### src/rtl/fetch_stage_pkg.sv
// Shared types and constants for the RV32I instruction-fetch stage.
package fetch_stage_pkg;

  localparam int XLEN = 32;
  localparam logic [XLEN-1:0] NOP_INSTR = 32'h0000_0013;

  typedef enum logic [1:0] {
    FETCH = 2'd0,
    HOLD  = 2'd1,
    DROP  = 2'd2
  } fetch_state_t;

  // Force a fetch address onto a word boundary.
  function automatic logic [XLEN-1:0] word_align(input logic [XLEN-1:0] addr);
    return addr & 32'hFFFF_FFFC;
  endfunction

endpackage

### src/rtl/fetch_stage_if.sv
// Instruction-memory strobe/ack bus between the fetch stage and memory.
interface fetch_stage_if;
  import fetch_stage_pkg::*;

  logic [XLEN-1:0] instr_addr;
  logic            instr_stb;
  logic            instr_ack;
  logic [XLEN-1:0] instr;

  modport master (output instr_addr, output instr_stb, input instr_ack, input instr);
  modport slave  (input instr_addr, input instr_stb, output instr_ack, output instr);

endinterface

### src/rtl/fetch_stage.sv
// IF stage: owns the PC, runs the imem handshake, absorbs decode stalls in a
// one-entry skid buffer and discards responses made stale by a redirect.
module fetch_stage
  import fetch_stage_pkg::*;
#(
  parameter logic [XLEN-1:0] PC_RESET = 32'h0000_0000
) (
  input  logic            clk_i,
  input  logic            rst_i,
  fetch_stage_if.master   imem,
  input  logic            stall_i,
  input  logic            redirect_en_i,
  input  logic [XLEN-1:0] redirect_pc_i,
  output logic            if_valid_o,
  output logic [XLEN-1:0] if_pc_o,
  output logic [XLEN-1:0] if_instr_o
);

  fetch_state_t    state_q, state_d;
  logic [XLEN-1:0] pc_q, pc_d;
  logic [XLEN-1:0] tgt_q, tgt_d;
  logic            skid_valid_q, skid_valid_d;
  logic [XLEN-1:0] skid_pc_q, skid_pc_d;
  logic [XLEN-1:0] skid_instr_q, skid_instr_d;
  logic            out_valid_q, out_valid_d;
  logic [XLEN-1:0] out_pc_q, out_pc_d;
  logic [XLEN-1:0] out_instr_q, out_instr_d;

  logic            out_free;
  logic            consume;
  logic [XLEN-1:0] redirect_tgt;

  assign out_free     = !out_valid_q || !stall_i;
  assign consume      = out_valid_q && !stall_i;
  assign redirect_tgt = word_align(redirect_pc_i);

  // While a stale request is in flight (DROP) pc_q keeps the old address;
  // the redirect target waits in tgt_q until that response arrives.
  assign imem.instr_addr = pc_q;
  assign imem.instr_stb  = !rst_i && (state_q != HOLD);

  assign if_valid_o = out_valid_q;
  assign if_pc_o    = out_pc_q;
  assign if_instr_o = out_instr_q;

  // Next-state, PC, skid and output-register selection.
  always_comb begin
    state_d      = state_q;
    pc_d         = pc_q;
    tgt_d        = tgt_q;
    skid_valid_d = skid_valid_q;
    skid_pc_d    = skid_pc_q;
    skid_instr_d = skid_instr_q;
    out_valid_d  = out_valid_q;
    out_pc_d     = out_pc_q;
    out_instr_d  = out_instr_q;

    case (state_q)
      FETCH: begin
        if (redirect_en_i) begin
          out_valid_d  = 1'b0;
          skid_valid_d = 1'b0;
          if (imem.instr_ack) begin
            pc_d    = redirect_tgt;
            state_d = FETCH;
          end else begin
            tgt_d   = redirect_tgt;
            state_d = DROP;
          end
        end else if (imem.instr_ack) begin
          pc_d = pc_q + 32'd4;
          if (out_free) begin
            out_valid_d = 1'b1;
            out_pc_d    = pc_q;
            out_instr_d = imem.instr;
          end else begin
            skid_valid_d = 1'b1;
            skid_pc_d    = pc_q;
            skid_instr_d = imem.instr;
            state_d      = HOLD;
          end
        end else if (consume) begin
          out_valid_d = 1'b0;
        end else begin
          out_valid_d = out_valid_q;
        end
      end
      HOLD: begin
        if (redirect_en_i) begin
          out_valid_d  = 1'b0;
          skid_valid_d = 1'b0;
          pc_d         = redirect_tgt;
          state_d      = FETCH;
        end else if (!stall_i) begin
          out_valid_d  = skid_valid_q;
          out_pc_d     = skid_pc_q;
          out_instr_d  = skid_instr_q;
          skid_valid_d = 1'b0;
          state_d      = FETCH;
        end else begin
          state_d = HOLD;
        end
      end
      DROP: begin
        out_valid_d  = 1'b0;
        skid_valid_d = 1'b0;
        if (redirect_en_i) begin
          tgt_d = redirect_tgt;
        end else begin
          tgt_d = tgt_q;
        end
        if (imem.instr_ack) begin
          pc_d    = redirect_en_i ? redirect_tgt : tgt_q;
          state_d = FETCH;
        end else begin
          state_d = DROP;
        end
      end
      default: begin
        out_valid_d  = 1'b0;
        skid_valid_d = 1'b0;
        state_d      = FETCH;
      end
    endcase
  end

  // State registers with synchronous reset.
  always_ff @(posedge clk_i) begin
    if (rst_i) begin
      state_q      <= FETCH;
      pc_q         <= PC_RESET;
      tgt_q        <= 32'h0000_0000;
      skid_valid_q <= 1'b0;
      skid_pc_q    <= 32'h0000_0000;
      skid_instr_q <= NOP_INSTR;
      out_valid_q  <= 1'b0;
      out_pc_q     <= 32'h0000_0000;
      out_instr_q  <= NOP_INSTR;
    end else begin
      state_q      <= state_d;
      pc_q         <= pc_d;
      tgt_q        <= tgt_d;
      skid_valid_q <= skid_valid_d;
      skid_pc_q    <= skid_pc_d;
      skid_instr_q <= skid_instr_d;
      out_valid_q  <= out_valid_d;
      out_pc_q     <= out_pc_d;
      out_instr_q  <= out_instr_d;
    end
  end

endmodule
### src/flat_wrapper.sv
// flat-port wrapper written by rule: the top's interface ports become plain ports
module fetch_stage_flat import fetch_stage_pkg::*;
#(
  parameter logic [XLEN-1:0] PC_RESET = 32'h0000_0000
)
  (clk_i, rst_i, stall_i, redirect_en_i, redirect_pc_i, if_valid_o, if_pc_o, if_instr_o, imem_instr_addr, imem_instr_stb, imem_instr_ack, imem_instr);
  fetch_stage_if imem_i ();
  input  logic clk_i;
  input  logic rst_i;
  input  logic stall_i;
  input  logic redirect_en_i;
  input  logic [XLEN-1:0] redirect_pc_i;
  output logic if_valid_o;
  output logic [XLEN-1:0] if_pc_o;
  output logic [XLEN-1:0] if_instr_o;
  output wire logic [$bits(imem_i.instr_addr)-1:0] imem_instr_addr;
  output wire logic [$bits(imem_i.instr_stb)-1:0] imem_instr_stb;
  input wire logic [$bits(imem_i.instr_ack)-1:0] imem_instr_ack;
  input wire logic [$bits(imem_i.instr)-1:0] imem_instr;
  assign imem_instr_addr = imem_i.instr_addr;
  assign imem_instr_stb = imem_i.instr_stb;
  assign imem_i.instr_ack = imem_instr_ack;
  assign imem_i.instr = imem_instr;
  fetch_stage #(.PC_RESET(PC_RESET)) u_core (.clk_i(clk_i), .rst_i(rst_i), .imem(imem_i), .stall_i(stall_i), .redirect_en_i(redirect_en_i), .redirect_pc_i(redirect_pc_i), .if_valid_o(if_valid_o), .if_pc_o(if_pc_o), .if_instr_o(if_instr_o));
endmodule
### config.mk
export PLATFORM = sky130hd
export DESIGN_NAME = fetch_stage_flat
export DESIGN_NICKNAME = d
export VERILOG_FILES = /design/src/rtl/fetch_stage_pkg.sv /design/src/rtl/fetch_stage_if.sv /design/src/rtl/fetch_stage.sv /design/src/flat_wrapper.sv
export SDC_FILE = /design/constraint.sdc
export NUM_CORES = 1
export LEC_CHECK = 0
export ABC_CLOCK_PERIOD_IN_PS = 4990
export CORE_MARGIN = 1.5
export CORE_UTILIZATION = 57
export CTS_BUF_LIST = sky130_fd_sc_hd__clkbuf_16
export DETAILED_ROUTE_END_ITERATION = 10
export HOLD_SLACK_MARGIN = 0.02
export PLACE_DENSITY = 0.94
export SYNTH_ARGS = -nofsm -noshare
export SYNTH_HDL_FRONTEND = slang
export SYNTH_SLANG_ARGS = --single-unit
### constraint.sdc
create_clock -name clk_i -period 4.99 [get_ports clk_i]
set_input_delay 0.998 -clock clk_i [delete_from_list [all_inputs] [get_ports clk_i]]
set_output_delay 0.998 -clock clk_i [all_outputs]
set_load 0.03 [all_outputs]
==> flow_metrics.py <==
metrics = {
    "placement": {
        "area_of_placed_instances_um2": 10600,
        "dpl.cell_count": 1401,
        "buffer_ports.inserted": 164,
        "post-dp-hpwl_um": 15400,
        "gp_congestion": 0.914,
    },
    "worst_setup_path": {
        "setup.worst_path.class": "in -> out",
        "critPathLaunchType": "primary input",
        "endpoint_class_of_the_critical_path": "output port",
        "timing.critical_path.required_ns": 3.99,
        "crit_path_max_fanout": 107,
        "worst-endpoint-arrival_ns": 2.33,
    },
    "clocking": {
        "clock_tree.buffer_depth": 2,
        "cts.root.buffer_cell": "sky130_fd_sc_hd__clkbuf_16",
        "numClockSinks": 196,
        "clock_latency_ns": 0.43,
        "tritoncts.num_buffers": 17,
        "cts_tree": "built",
        "clkTransAtPathRegs_ns": 0.07,
        "cts_setup_buffers": 0,
        "htree_levels": 4,
        "cts_hold_buffers": 0,
        "cts-resized-gates": 0,
    },
    "timing": {
        "finalWorstPathRequiredPeriod_ns": 3.33,
        "timing.max_slew.rel_slack_pct": 18.3,
        "min_period_over_period_pct": 66.7,
        "fin_worst_skew_ns": 0.00696,
        "setup_viol": 0,
        "sum_of_negative_setup_slack_ns": 0,
        "max_clock_freq_ghz": 0.300,
        "hold_viol": 0,
        "final_max_slew_viol_count": 0,
        "rsz0062_at_grt": "false",
        "worst-slew-pin-transition_ns": 1.22,
    },
    "logic_synthesis": {
        "post_synth.cell_area_avg_um2": 8.08,
        "synth_area_um2": 8990,
        "mappedNetlistNets": 1188,
        "postSynthCellCount": 1113,
        "synth.ff_latch_count": 196,
        "ys_warn_count": 0,
        "synthArstFlopShare_pct": 0,
        "yosys.cell_types.count": 61,
        "post_synth_edffs": 0,
        "sequential_element_share_of_the_synthesized_area_pct": 43.7,
        "ys.flop_type": "sky130_fd_sc_hd__dfxtp_1",
    },
    "pwr": {
        "peakVddDrop_v": 0.000260,
        "cellLeakagePower_nw": 3.78,
        "total_power_mw": 4.00,
        "p_per_area_nw_per_um2": 357,
    },
    "drt": {
        "drt_pass1_iterations": 5,
        "route.detailed.vias_per_inst": 5.94,
        "route.vias.total": 8494,
        "dr.first_iter.drc_count": 836,
        "drc_errors": 0,
        "post_drt_wl_per_cell_um": 16.5,
        "ant_nets": 0,
        "detail_route.wirelength_um": 23600,
    },
    "outcome": {
        "outcome": "finished, final reports clean",
    },
    "final_layout": {
        "nets": 1284,
        "area_used_by_sequential_logic_in_the_layout_um2": 3920,
        "final_util_pct": 73.2,
        "area_growth_syn_to_layout_pct": 24.7,
        "multi_input_combinational_cell_area_um2": 4650,
        "layout.filler_cells": 1111,
        "finish.cell_count_without_fillers": 1431,
        "drive_gt1_share_pct": 5.33,
        "final_std_cell_area_no_fill_um2": 11200,
        "n_antenna_cell": 0,
    },
    "grt": {
        "first_pass_grt_wire_length_um": 37600,
        "antenna_found_initial": 0,
        "largest_net_degree_at_the_start_of_global_routing": 108,
        "global_route.overflow_total": 0,
        "grt_use_total_pct": 28.2,
        "first_global_vias": 7728,
    },
    "die": {
        "core.rowCount": 45,
        "chipHeight_um": 129,
        "fp.dieW_um": 129,
        "initial_utilization_pct": 58.7,
        "core_um2": 15300,
        "die_area_um2": 16500,
        "io_pins": 167,
    },
    "min_path": {
        "worstHoldPathType": "reg -> reg",
    },
    "run": {
        "drv.max_cap_violation_count": 0,
    },
}
[cells in the final DEF (no fill, tap or decap), drive strengths merged, types with 5 or more instances in the layout]
| cell type | count |
|---|---|
| nand2 | 228 |
| dfxtp | 196 |
| clkdlybuf4s50 | 163 |
| a21oi | 150 |
| nor2 | 89 |
| a211oi | 68 |
| mux2i | 66 |
| o21ai | 22 |
| nor3 | 18 |
| clkbuf | 17 |
| nand4 | 15 |
| inv | 15 |
| nand3 | 14 |
| buf | 13 |
| a22oi | 11 |
| a21o | 10 |
| a221oi | 10 |
| nor4 | 8 |
| nor2b | 7 |
| nor3b | 7 |
| ha | 6 |
| clkinv | 6 |
| nand3b | 5 |
| mux2 | 5 |
| or2 | 5 |
| or3 | 5 |
[final timing paths]
kind                                           start                    endpoint  slack, ns  cells after the start
worst max-delay path                           rst_i              imem_instr_stb       1.66                      3
worst min-delay path            u_core.skid_pc_q[24]        u_core.skid_pc_q[24]       0.45                      2
worst max register to register     u_core.state_q[0]  u_core.imem.instr_addr[13]       1.73                      7
worst min register to register  u_core.skid_pc_q[24]        u_core.skid_pc_q[24]       0.45                      2
[cells in the mapped netlist (all sizes together) (2+ instances only)]
cell      n  area (um^2)
xor2      3         26.3
xnor2     2         17.5
dfxtp   196         3920
a22o      4         35.0
and2      4         25.0
nor2b     7         43.8
nand4    15          109
nor4      8         80.1
inv      12         45.0
a221oi   10         87.6
a22oi    11         82.6
o21ai    22          110
o211ai    2         15.0
or3       5         32.5
clkbuf   76          285
nor3     18         95.1
or2       5         31.3
o21a      3         22.5
nand4b    3         26.3
o31ai     2         20.0
mux2i    66          661
nand2   228          856
a211oi   68          510
nor2     89          334
nor3b     7         52.6
and3      4         25.0
a221o     2         20.0
nand3b    5         37.5
a211o     4         35.0
nand2b    3         18.8
buf      23          105
a21oi   150          751
a31oi     3         18.8
nand3    14         75.1
mux2      5         56.3
o211a     2         20.0
a21o     10         75.1
ha        6         75.1
[critical path: stages]
cell and delay (ns):
sky130_fd_sc_hd__buf_6 0.59, sky130_fd_sc_hd__nor2_1 0.08, sky130_fd_sc_hd__clkdlybuf4s50_1 0.64
[sequential cells by signal, indices dropped and copies added (netlist names)]
register and flops:
u_core.skid_instr_q 32, u_core.tgt_q 32, u_core.skid_valid_q 1, u_core.imem.instr_addr 32
u_core.if_instr_o 32, u_core.if_valid_o 1, u_core.skid_pc_q 32, u_core.state_q 2
u_core.if_pc_o 32
[per-stage QoR]
stage               setup WS (ns)  hold slack (ns)
floorplan                    2.20            0.432
global placement             1.32            0.440
detailed placement           1.29            0.446
CTS                          1.67            0.455
global route                 1.50            0.471
finish                       1.66            0.454
[report_power, final]
part	switching [mW]	internal, mW
sequential	0.113	1.67
clock	0.590	0.733
combinational	0.535	0.366
total	1.24	2.76
[kinds of logic after synthesis]
| logic type | share of synthesized area [%] |
|---|---|
| buffers and inverters | 4.84 |
| AO/OA/AOI/OAI | 21.2 |
| multiplexers | 7.98 |
| XOR/XNOR | 0.487 |
| flip-flops | 43.7 |
| adder cells (fa/ha/maj) | 0.835 |
| AND/OR/NAND/NOR | 21.0 |
[cell type report]
type	instances	area share (%)
Clock buffer	17	3.80
Clock inverter	13	1.23
Sequential cell	196	35.0
Multi-Input combinational cell	806	41.5
Timing Repair Buffer	176	15.7
Tap cell	211	2.36
Inverter	12	0.402
[routing by layer]
metal	track usage [%]	vias to the layer above	share of wire, %	routed length (um)
li1	-	4106	-	-
met4	11.6	0	2.7	640
met2	45.0	380	46	10900
met3	5.45	57	7.7	1820
met5	0	-	0	0
met1	37.8	3951	43	10200
Power figures use the tool's default switching activity.
